==> src/rtl/lut5_init_loader_if.sv <==
// Upstream handshake bundle for the LUT5 truth-table loader.
// The master offers a 32-bit table with IN_VALID; the slave answers with IN_READY.
interface lut5_init_loader_if;
    logic        IN_VALID;
    logic        IN_READY;
    logic [31:0] IN_DATA;

    modport master (
        output IN_VALID,
        output IN_DATA,
        input  IN_READY
    );

    modport slave (
        input  IN_VALID,
        input  IN_DATA,
        output IN_READY
    );
endinterface

==> src/rtl/lut5_init_loader.sv <==
// Serial configuration loader for a 5-input LUT table, modelled on the CFGLUT5
// reconfiguration path. An accepted word is shifted MSB-first into the table
// register, one bit per clock, while the previous table leaves on CDO.
// With ATOMIC=1 the shifting happens in a shadow register and the downstream
// table switches over in a single commit cycle.
module lut5_init_loader #(
    parameter logic [31:0] INIT   = 32'h0000_0000,
    parameter bit          ATOMIC = 1'b0
) (
    input  logic                CLK,
    input  logic                RST_N,
    lut5_init_loader_if.slave   in_bus,
    input  logic                ABORT,
    output logic                BUSY,
    output logic                DONE,
    output logic                CDO,
    output logic [31:0]         LUT_INIT
);

    typedef enum logic [1:0] {
        IDLE   = 2'd0,
        SHIFT  = 2'd1,
        COMMIT = 2'd2
    } state_t;

    state_t      state;
    logic [31:0] shift_reg;
    logic [31:0] lut_reg;
    logic [31:0] load_reg;
    logic [4:0]  count;
    logic        done_reg;
    logic        cdo_reg;

    // Loader FSM together with the shift, load, committed-table and cascade registers.
    always_ff @(posedge CLK or negedge RST_N) begin
        if (!RST_N) begin
            state     <= IDLE;
            shift_reg <= INIT;
            lut_reg   <= INIT;
            load_reg  <= '0;
            count     <= '0;
            done_reg  <= 1'b0;
            cdo_reg   <= INIT[31];
        end else begin
            done_reg <= 1'b0;
            cdo_reg  <= shift_reg[31];
            case (state)
                IDLE: begin
                    if (in_bus.IN_VALID) begin
                        load_reg <= in_bus.IN_DATA;
                        count    <= 5'd31;
                        state    <= SHIFT;
                    end
                end
                SHIFT: begin
                    if (ABORT) begin
                        state    <= IDLE;
                        count    <= '0;
                        load_reg <= '0;
                        if (ATOMIC) begin
                            shift_reg <= lut_reg;
                        end
                    end else begin
                        shift_reg <= {shift_reg[30:0], load_reg[31]};
                        load_reg  <= {load_reg[30:0], 1'b0};
                        count     <= count - 5'd1;
                        if (count == 5'd0) begin
                            if (ATOMIC) begin
                                state <= COMMIT;
                            end else begin
                                state    <= IDLE;
                                done_reg <= 1'b1;
                            end
                        end
                    end
                end
                COMMIT: begin
                    lut_reg  <= shift_reg;
                    state    <= IDLE;
                    done_reg <= 1'b1;
                end
                default: begin
                    state <= IDLE;
                end
            endcase
        end
    end

    assign in_bus.IN_READY = (state == IDLE);
    assign BUSY            = (state != IDLE);
    assign DONE            = done_reg;
    assign CDO             = cdo_reg;
    assign LUT_INIT        = ATOMIC ? lut_reg : shift_reg;

endmodule

==> src/flat_wrapper.sv <==
// flat-port wrapper written by rule: the top's interface ports become plain ports
module lut5_init_loader_flat 
#(
    parameter logic [31:0] INIT   = 32'h0000_0000,
    parameter bit          ATOMIC = 1'b0
)
  (CLK, RST_N, ABORT, BUSY, DONE, CDO, LUT_INIT, in_bus_IN_VALID, in_bus_IN_DATA, in_bus_IN_READY);
  lut5_init_loader_if in_bus_i ();
  input  logic CLK;
  input  logic RST_N;
  input  logic ABORT;
  output logic BUSY;
  output logic DONE;
  output logic CDO;
  output logic [31:0] LUT_INIT;
  input wire logic [$bits(in_bus_i.IN_VALID)-1:0] in_bus_IN_VALID;
  input wire logic [$bits(in_bus_i.IN_DATA)-1:0] in_bus_IN_DATA;
  output wire logic [$bits(in_bus_i.IN_READY)-1:0] in_bus_IN_READY;
  assign in_bus_i.IN_VALID = in_bus_IN_VALID;
  assign in_bus_i.IN_DATA = in_bus_IN_DATA;
  assign in_bus_IN_READY = in_bus_i.IN_READY;
  lut5_init_loader #(.INIT(INIT), .ATOMIC(ATOMIC)) u_core (.CLK(CLK), .RST_N(RST_N), .in_bus(in_bus_i), .ABORT(ABORT), .BUSY(BUSY), .DONE(DONE), .CDO(CDO), .LUT_INIT(LUT_INIT));
endmodule
==> config.mk <==
export PLATFORM = sky130hd
export DESIGN_NAME = lut5_init_loader_flat
export DESIGN_NICKNAME = d
export VERILOG_FILES = /design/src/rtl/lut5_init_loader_if.sv /design/src/rtl/lut5_init_loader.sv /design/src/flat_wrapper.sv
export SDC_FILE = /design/constraint.sdc
export NUM_CORES = 1
export LEC_CHECK = 0
export CORE_UTILIZATION = 50
export DETAILED_ROUTE_END_ITERATION = 16
export PLACE_DENSITY = 0.84
export SLEW_MARGIN = 0
export SYNTH_ARGS = -nofsm -noshare
export SYNTH_HDL_FRONTEND = slang
export SYNTH_SLANG_ARGS = --single-unit
==> constraint.sdc <==
create_clock -name CLK -period 1.4 [get_ports CLK]
set_input_delay 0.28 -clock CLK [delete_from_list [all_inputs] [get_ports CLK]]
set_output_delay 0.28 -clock CLK [all_outputs]
set_load 0.05 [all_outputs]
==> results.json, run 1 <==
{
  "status": "completed",
  "final_max_slew_viol_count": 0,
  "crit_fanout": 3,
  "synth_top_family_by_area": "simple AND/OR/NAND/NOR gates",
  "leakage_uw": 0.00218,
  "die_area_sq_um": 6680,
  "setup_viol": 0,
  "final_antenna_net_count": 0,
  "dp.cells": 445,
  "fin_tns_setup_ns": 0,
  "p_per_area_nw_per_um2": 1540,
  "synth_xor_area_frac": 0,
  "rows": 28,
  "dr_total_vias": 2361,
  "p_sw_frac": 0.348,
  "dpl_worst_slack_ns": -0.176,
  "syn-num-nets": 347,
  "cts_buffers": 9,
  "drc": 0,
  "period_needed_ns": 1.34,
  "core_sq_um": 6030,
  "tritoncts": "built",
  "path_cells": "inv_1 -> buf_6",
  "drive_gt1_frac": 0.195,
  "min_period_over_period": 0.959,
  "synth_area_leaders": "dfrtp_1 (57%), nand2_1 (15%), mux2i_1 (10%), buf_6 (3.2%), o21ai_1 (3.1%)",
  "synth-compound-area-share": 0.0811,
  "max-vdd-ir-drop_v": 0.00128,
  "start_kind": "register",
  "fmaxAchievable_ghz": 0.745,
  "grt_pass1_vias": 2413,
  "clk_latency_ns": 0.34,
  "htreeDepth": 3,
  "gp_congestion": 0.785,
  "grt_max_degree": 39,
  "final_common_cell": "nand2_1",
  "p_seq_frac": 0.415,
  "dp_hpwl_microns": 4610,
  "crit_required_ns": 1.12,
  "drtIter0Drc": 153,
  "synth_top_area_frac": 0.567,
  "power_frac_comb": 0.344,
  "p_clk_frac": 0.241,
  "antenna_found_initial": 0,
  "finalNetCount": 421,
  "crit_type": "reg -> out",
  "via_per_inst": 5.09,
  "net-switching-power_uw": 2410,
  "yosysSeqAreaShare": 0.567,
  "grt_pass1_wl_microns": 11200,
  "layout_common_cells": "nand2_1 (127), dfrtp_1 (71), buf_12 (41), mux2i_1 (33), clkdlybuf4s50_1 (33)",
  "wirelength_microns": 6930,
  "cts_root_buf": "clkbuf_8",
  "max_stage_delay_ns": 0.45,
  "synthAdderAreaFrac": 0.00394,
  "clkSinkCount": 72,
  "synth-simple-area-share": 0.170,
  "hold_viol": 0,
  "n_antenna_cell": 0,
  "skew_ns": 0.00877,
  "netlist_area_sq_um": 3180,
  "tightest_slew_ns": 0.323,
  "grt_util_all_layers": 0.227,
  "arrival_ns": 1.06,
  "crit_slowest_cell": "dfrtp_2",
  "synth_warnings": 0,
  "dr.pass1.iters": 4,
  "port_buffers": 71,
  "pin_count": 72,
  "synth-seq-cells": 72,
  "hold_ws_ns": 0.380,
  "slew_headroom": 0.785,
  "rsz0062_at_grt": "false",
  "start_util": 0.528,
  "areaGrowthSynthToFinish_pct": 41.3,
  "synth.mux.area_fraction": 0.104,
  "fin_util": 0.746,
  "drv_cap": 0,
  "synth_largest_area_cell": "dfrtp_1",
  "hold_class": "in -> async",
  "die_w_microns": 81.7,
  "internal-power_uw": 4510,
  "avgSynthCellArea_sq_um": 10.3,
  "cts.clk_slew.worst_paths_ns": 0.07,
  "final_cells": 464,
  "worst_setup_path_end_kind": "output port",
  "synthCells": 310,
  "routedWlPerCell_microns": 14.9,
  "overflow": 0,
  "synth_cell_types": 26,
  "worst_slack_ns": 0.0580,
  "cts_max_path_buffers": 2,
  "die_h_microns": 81.7
}
==> cell families after synthesis <==
kind of cell	count (synthesis)
AO/OA/AOI/OAI	42
adder cells (fa/ha/maj)	1
AND/OR/NAND/NOR	137
buffers and inverters	25
multiplexers	33
flip-flops	72
==> cell usage after synthesis <==
cell,instances
nand2_1,127
a2bb2oi_1,2
ha_1,1
o21ai_2,8
nor2b_4,1
buf_4,3
inv_1,5
o31a_1,1
buf_8,1
buf_2,2
buf_6,9
o21ai_0,7
nand2b_1,2
nor2_1,3
dfrtp_1,72
mux2i_1,33
o21ai_1,20
and2_1,1
buf_12,3
o22ai_1,2
clkbuf_1,2
a21oi_1,1
o221ai_1,1
nor4b_1,1
nand3b_1,1
nor3_1,1
==> critical path: cells and delay by family (launching register included) <==
| kind | cells | cell delay, ns |
|---|---|---|
| buffers and inverters | 2 | 0.28 |
| DFF | 1 | 0.45 |
==> area by class of cell <==
type	count	area, sq um
timing repair buffer	83	1220
tap	75	93.8
clock inverter	5	55.1
multi-input combinational	213	1150
inverter	5	18.8
fill	394	1530
sequential	72	1800
clock buffer	11	151
==> stage by stage <==
step	power [uW]	instance area, sq um
2_1_floorplan	4090	3180
3_5_place_dp	5240	4250
3_3_place_gp	5180	4250
5_1_grt	7250	4490
4_1_cts	6940	4480
6_report	6920	4490
==> repair_timing <==
action | in CTS | in global routing
setup buffers | 1 | 1
hold endpoints to repair | 22 | 0
gates resized for setup | 0 | 2
setup endpoints to repair | 1 | 4
hold buffers | 1 | 0
==> power groups by stage <==
stage                     combinational, uW  sequential [uW]  clock, uW
after floorplan                         734             3360          0
after CTS                              2360             2870       1710
final                                  2380             2870       1670
after global placement                 2290             2890          0
after detailed placement               2330             2910          0
after global routing                   2520             2930       1810
==> routing by layer <==
metal / wire length, microns / GRT usage
met1: 2840 / 0.274
met3: 199 / 0.0333
met5: 0 / 0
met4: 167 / 0.109
met2: 3730 / 0.398
==> final timing paths <==
kind | to | start | slack [ns] | depth (start not counted)
max in group asynchronous | u_core.state[0] | RST_N | 0.57 | 3
min | u_core.load_reg[7] | RST_N | 0.38 | 2
max reg2reg | u_core.count[4] | u_core.count[1] | 0.07 | 6
min in group CLK | u_core.LUT_INIT[0] | u_core.load_reg[31] | 0.46 | 2
min reg2reg | u_core.LUT_INIT[0] | u_core.load_reg[31] | 0.46 | 2
max | in_bus_IN_READY | u_core.state[0] | 0.06 | 2
Note: power is estimated with default switching activity, not from simulation.
==> run 2: changes to the inputs <==
--- a/config.mk
+++ b/config.mk
@@ -6,6 +6,7 @@
 export NUM_CORES = 1
 export LEC_CHECK = 0
 export CORE_UTILIZATION = 50
+export CTS_CLUSTER_DIAMETER = 50
 export DETAILED_ROUTE_END_ITERATION = 16
 export PLACE_DENSITY = 0.84
 export SLEW_MARGIN = 0
==> results of run 2 <==
No change in the layout: final DEF, timing and power equal those of run 1.
==> variant: new RTL, config.mk and constraints of run 1 <==
Reset style: synchronous (`RST_N`), changed in one clocked block.
--- a/src/rtl/lut5_init_loader.sv
+++ b/src/rtl/lut5_init_loader.sv
@@ -34,3 +34,3 @@
     // Loader FSM together with the shift, load, committed-table and cascade registers.
-    always_ff @(posedge CLK or negedge RST_N) begin
+    always_ff @(posedge CLK) begin
         if (!RST_N) begin
Check against the original RTL: differs if RST_N is asserted again (counterexample within 4 cycles, from zero or initial values and one cycle with RST_N low); with RST_N held inactive, the same outputs for 10 cycles.
==> variant against run 1 <==
- wire length increased by 4.0%
- synthesized area decreased by 1.4%
- clock skew increased by 2.9 ps
- cell count increased by 8.6%
- critical path depth increased by 3
- count of clock-buffer cells in the layout decreased by 2
- non-clock buffer count increased by 5
- final area increased by 0.75%
- setup slack got worse by 56 ps
- via count increased by 12%
- sequential cell count unchanged
- highest routed layer unchanged
Power is not compared: it rests on default switching activity, and its combinational part moved more than twofold at a synthesized area within 25%.
==> variant: results (changes against run 1) <==
Status
  • Status: complete, no violations

Placement
  • Post-DP HPWL: 4890 µm (+6.2%)
  • Placed inst area: 4270 µm² (+0.41%)
  • Placed Cells: 486 (+9.2%)
  • Port bufs: 71 (unchanged)
  • Final GP Congestion: 0.775 (-1.3%)

STA
  • Worst Max-Slew Pin Slew: 296 ps (-26.7 ps)
  • Skew final: 11.7 ps (+2.90 ps)

GRT
  • Total GRT Usage: 22.7% (-0.074 points)
  • First-pass GRT wire length: 11500 µm (+2.6%)
  • Number of global-route vias before repair: 2482 (+2.9%)
  • Largest net degree at the start of global routing: 33 (-15%)

Detailed routing
  • First-pass DRT Iterations: 4 (unchanged)
  • Final ANT Viol Nets: 0 (unchanged)
  • Vias: 2633 (+12%)
  • First DRT Iteration DRCs: 168 (+9.8%)
  • Routed vias/inst: 5.22 (+2.7%)
  • Routed length per instance: 14.3 µm (-4.3%)
  • Drc violations: 0 (unchanged)

Setup path
  • Worst Path Arrival: 1620 ps (+560 ps)
  • Worst Path Max Fanout: 4 (+1)
  • R2r setup slk: 2 ps (-70 ps)

Yosys
  • Syn Nets: 394 (+14%)
  • Post-synthesis cell type count: 32 (+23%)
  • Top FF cell, synth: dfxtp_1
  • Sequential share of the synthesized area: 46.0% (-11 points)
  • Post-synth top cells: 95 x nand2_1, 72 x dfxtp_1, 33 x and2_1
  • Syn Area/Cell: 8.78 µm² (-14%)
  • Leading cell types by total area after synthesis: dfxtp_1 46%, nand2_1 11%, mux2i_1 9.9%
  • Synth async-reset ratio: 0% (-100 points)

Final layout
  • Inserted Diodes: 0 (unchanged)
  • Layout cells sized above 1: 18.6% (-0.89 points)
  • Nets: 461 (+9.5%)

Power and ir drop
  • Peak supply drop: 0.716 mV
  • Sw frac: 24.7%

Clock network
  • Clk Latency, worst-skew pair: 340 ps (about the same)
  • Clock buffer depth: 2 (unchanged)
  • CTS Buf Count: 9 (unchanged)
  • Clk slew on worst S/H paths: 70 ps (about the same)

Worst hold path
  • Min-delay worst type: in -> reg
-- variant: cell count changes after synthesis, sizes merged, moves of 9 or more --
cell and change:
nand2 -32, o22ai +29, o21ai -32, and2 +32, dfxtp +72, dfrtp -72
a21boi +32, clkbuf +9
-- variant: critical path, stage by stage, from the launching register on --
cell and delay (ps):
dfxtp_1 360, inv_1 70, ha_2 210, nor4b_2 170, and3_4 190, a311o_1 300
-- variant: final cells by class --
class,count,area (µm²)
Clock buffer,9,124
Clock inverter,7,96.3
Fill cell,371,1460
Inverter,3,15.0
Multi-Input combinational cell,250,1530
Sequential cell,72,1450
Tap cell,75,93.8
Timing Repair Buffer,88,1220
-- variant: path summary, 6_finish.rpt --
kind	startpoint	endpoint	cells after the start
max reg2reg	u_core.count[0]$_SDFFE_PN0P_	u_core.count[4]$_SDFFE_PN0P_	5
min reg2reg	u_core.load_reg[31]$_SDFFE_PN0P_	u_core.LUT_INIT[0]$_SDFFE_PN0N_	2
max	u_core.count[0]$_SDFFE_PN0P_	u_core.count[4]$_SDFFE_PN0P_	5
min	RST_N	u_core.count[2]$_SDFFE_PN0P_	2
-- variant: power groups by stage --
| stage | sequential [µW] | clock (µW) | combinational (µW) |
|---|---|---|---|
| global placement | 2220 | 0 | 531 |
| global route | 2180 | 1930 | 627 |
| CTS | 2170 | 1820 | 573 |
| detailed placement | 2220 | 0 | 549 |
| finish | 2170 | 1820 | 576 |
| floorplan | 2210 | 0 | 356 |
-- variant: layer usage --
layer | GRT usage [%] | wire (µm) | vias to the layer above
met5 | 0 | 0 | -
met3 | 4.83 | 244 | 11
met1 | 27.4 | 3140 | 1230
met4 | 7.68 | 105 | 0
met2 | 39.6 | 3720 | 47
li1 | - | - | 1345
-- variant: cell families after synthesis --
kind of cell	synth area share (%)
flip-flops	46.0
adder cells (fa/ha/maj)	0.399
buffers and inverters	5.67
AND/OR/NAND/NOR	21.5
AO/OA/AOI/OAI	16.2
multiplexers	10.3
-- variant: stage by stage --
stage / power (µW) / setup TNS, ps / hold slack, ps / setup slack, ps
3_5_place_dp: 2770 / -10780 / 479 / -257
3_3_place_gp: 2750 / -7760 / 477 / -148
2_1_floorplan: 2570 / -36.7 / 440 / -36.7
5_1_grt: 4750 / -55.0 / 322 / -55.0
6_report: 4570 / 0 / 317 / 2.47
4_1_cts: 4570 / 0 / 312 / 17.8
-- variant: what timing repair did --
| action | 4_1_cts | 5_1_grt |
|---|---|---|
| buffers inserted | 2 | 0 |
| setup endpoints to repair | 2 | 2 |
| gates cloned | 0 | 0 |
| resized for setup | 2 | 4 |
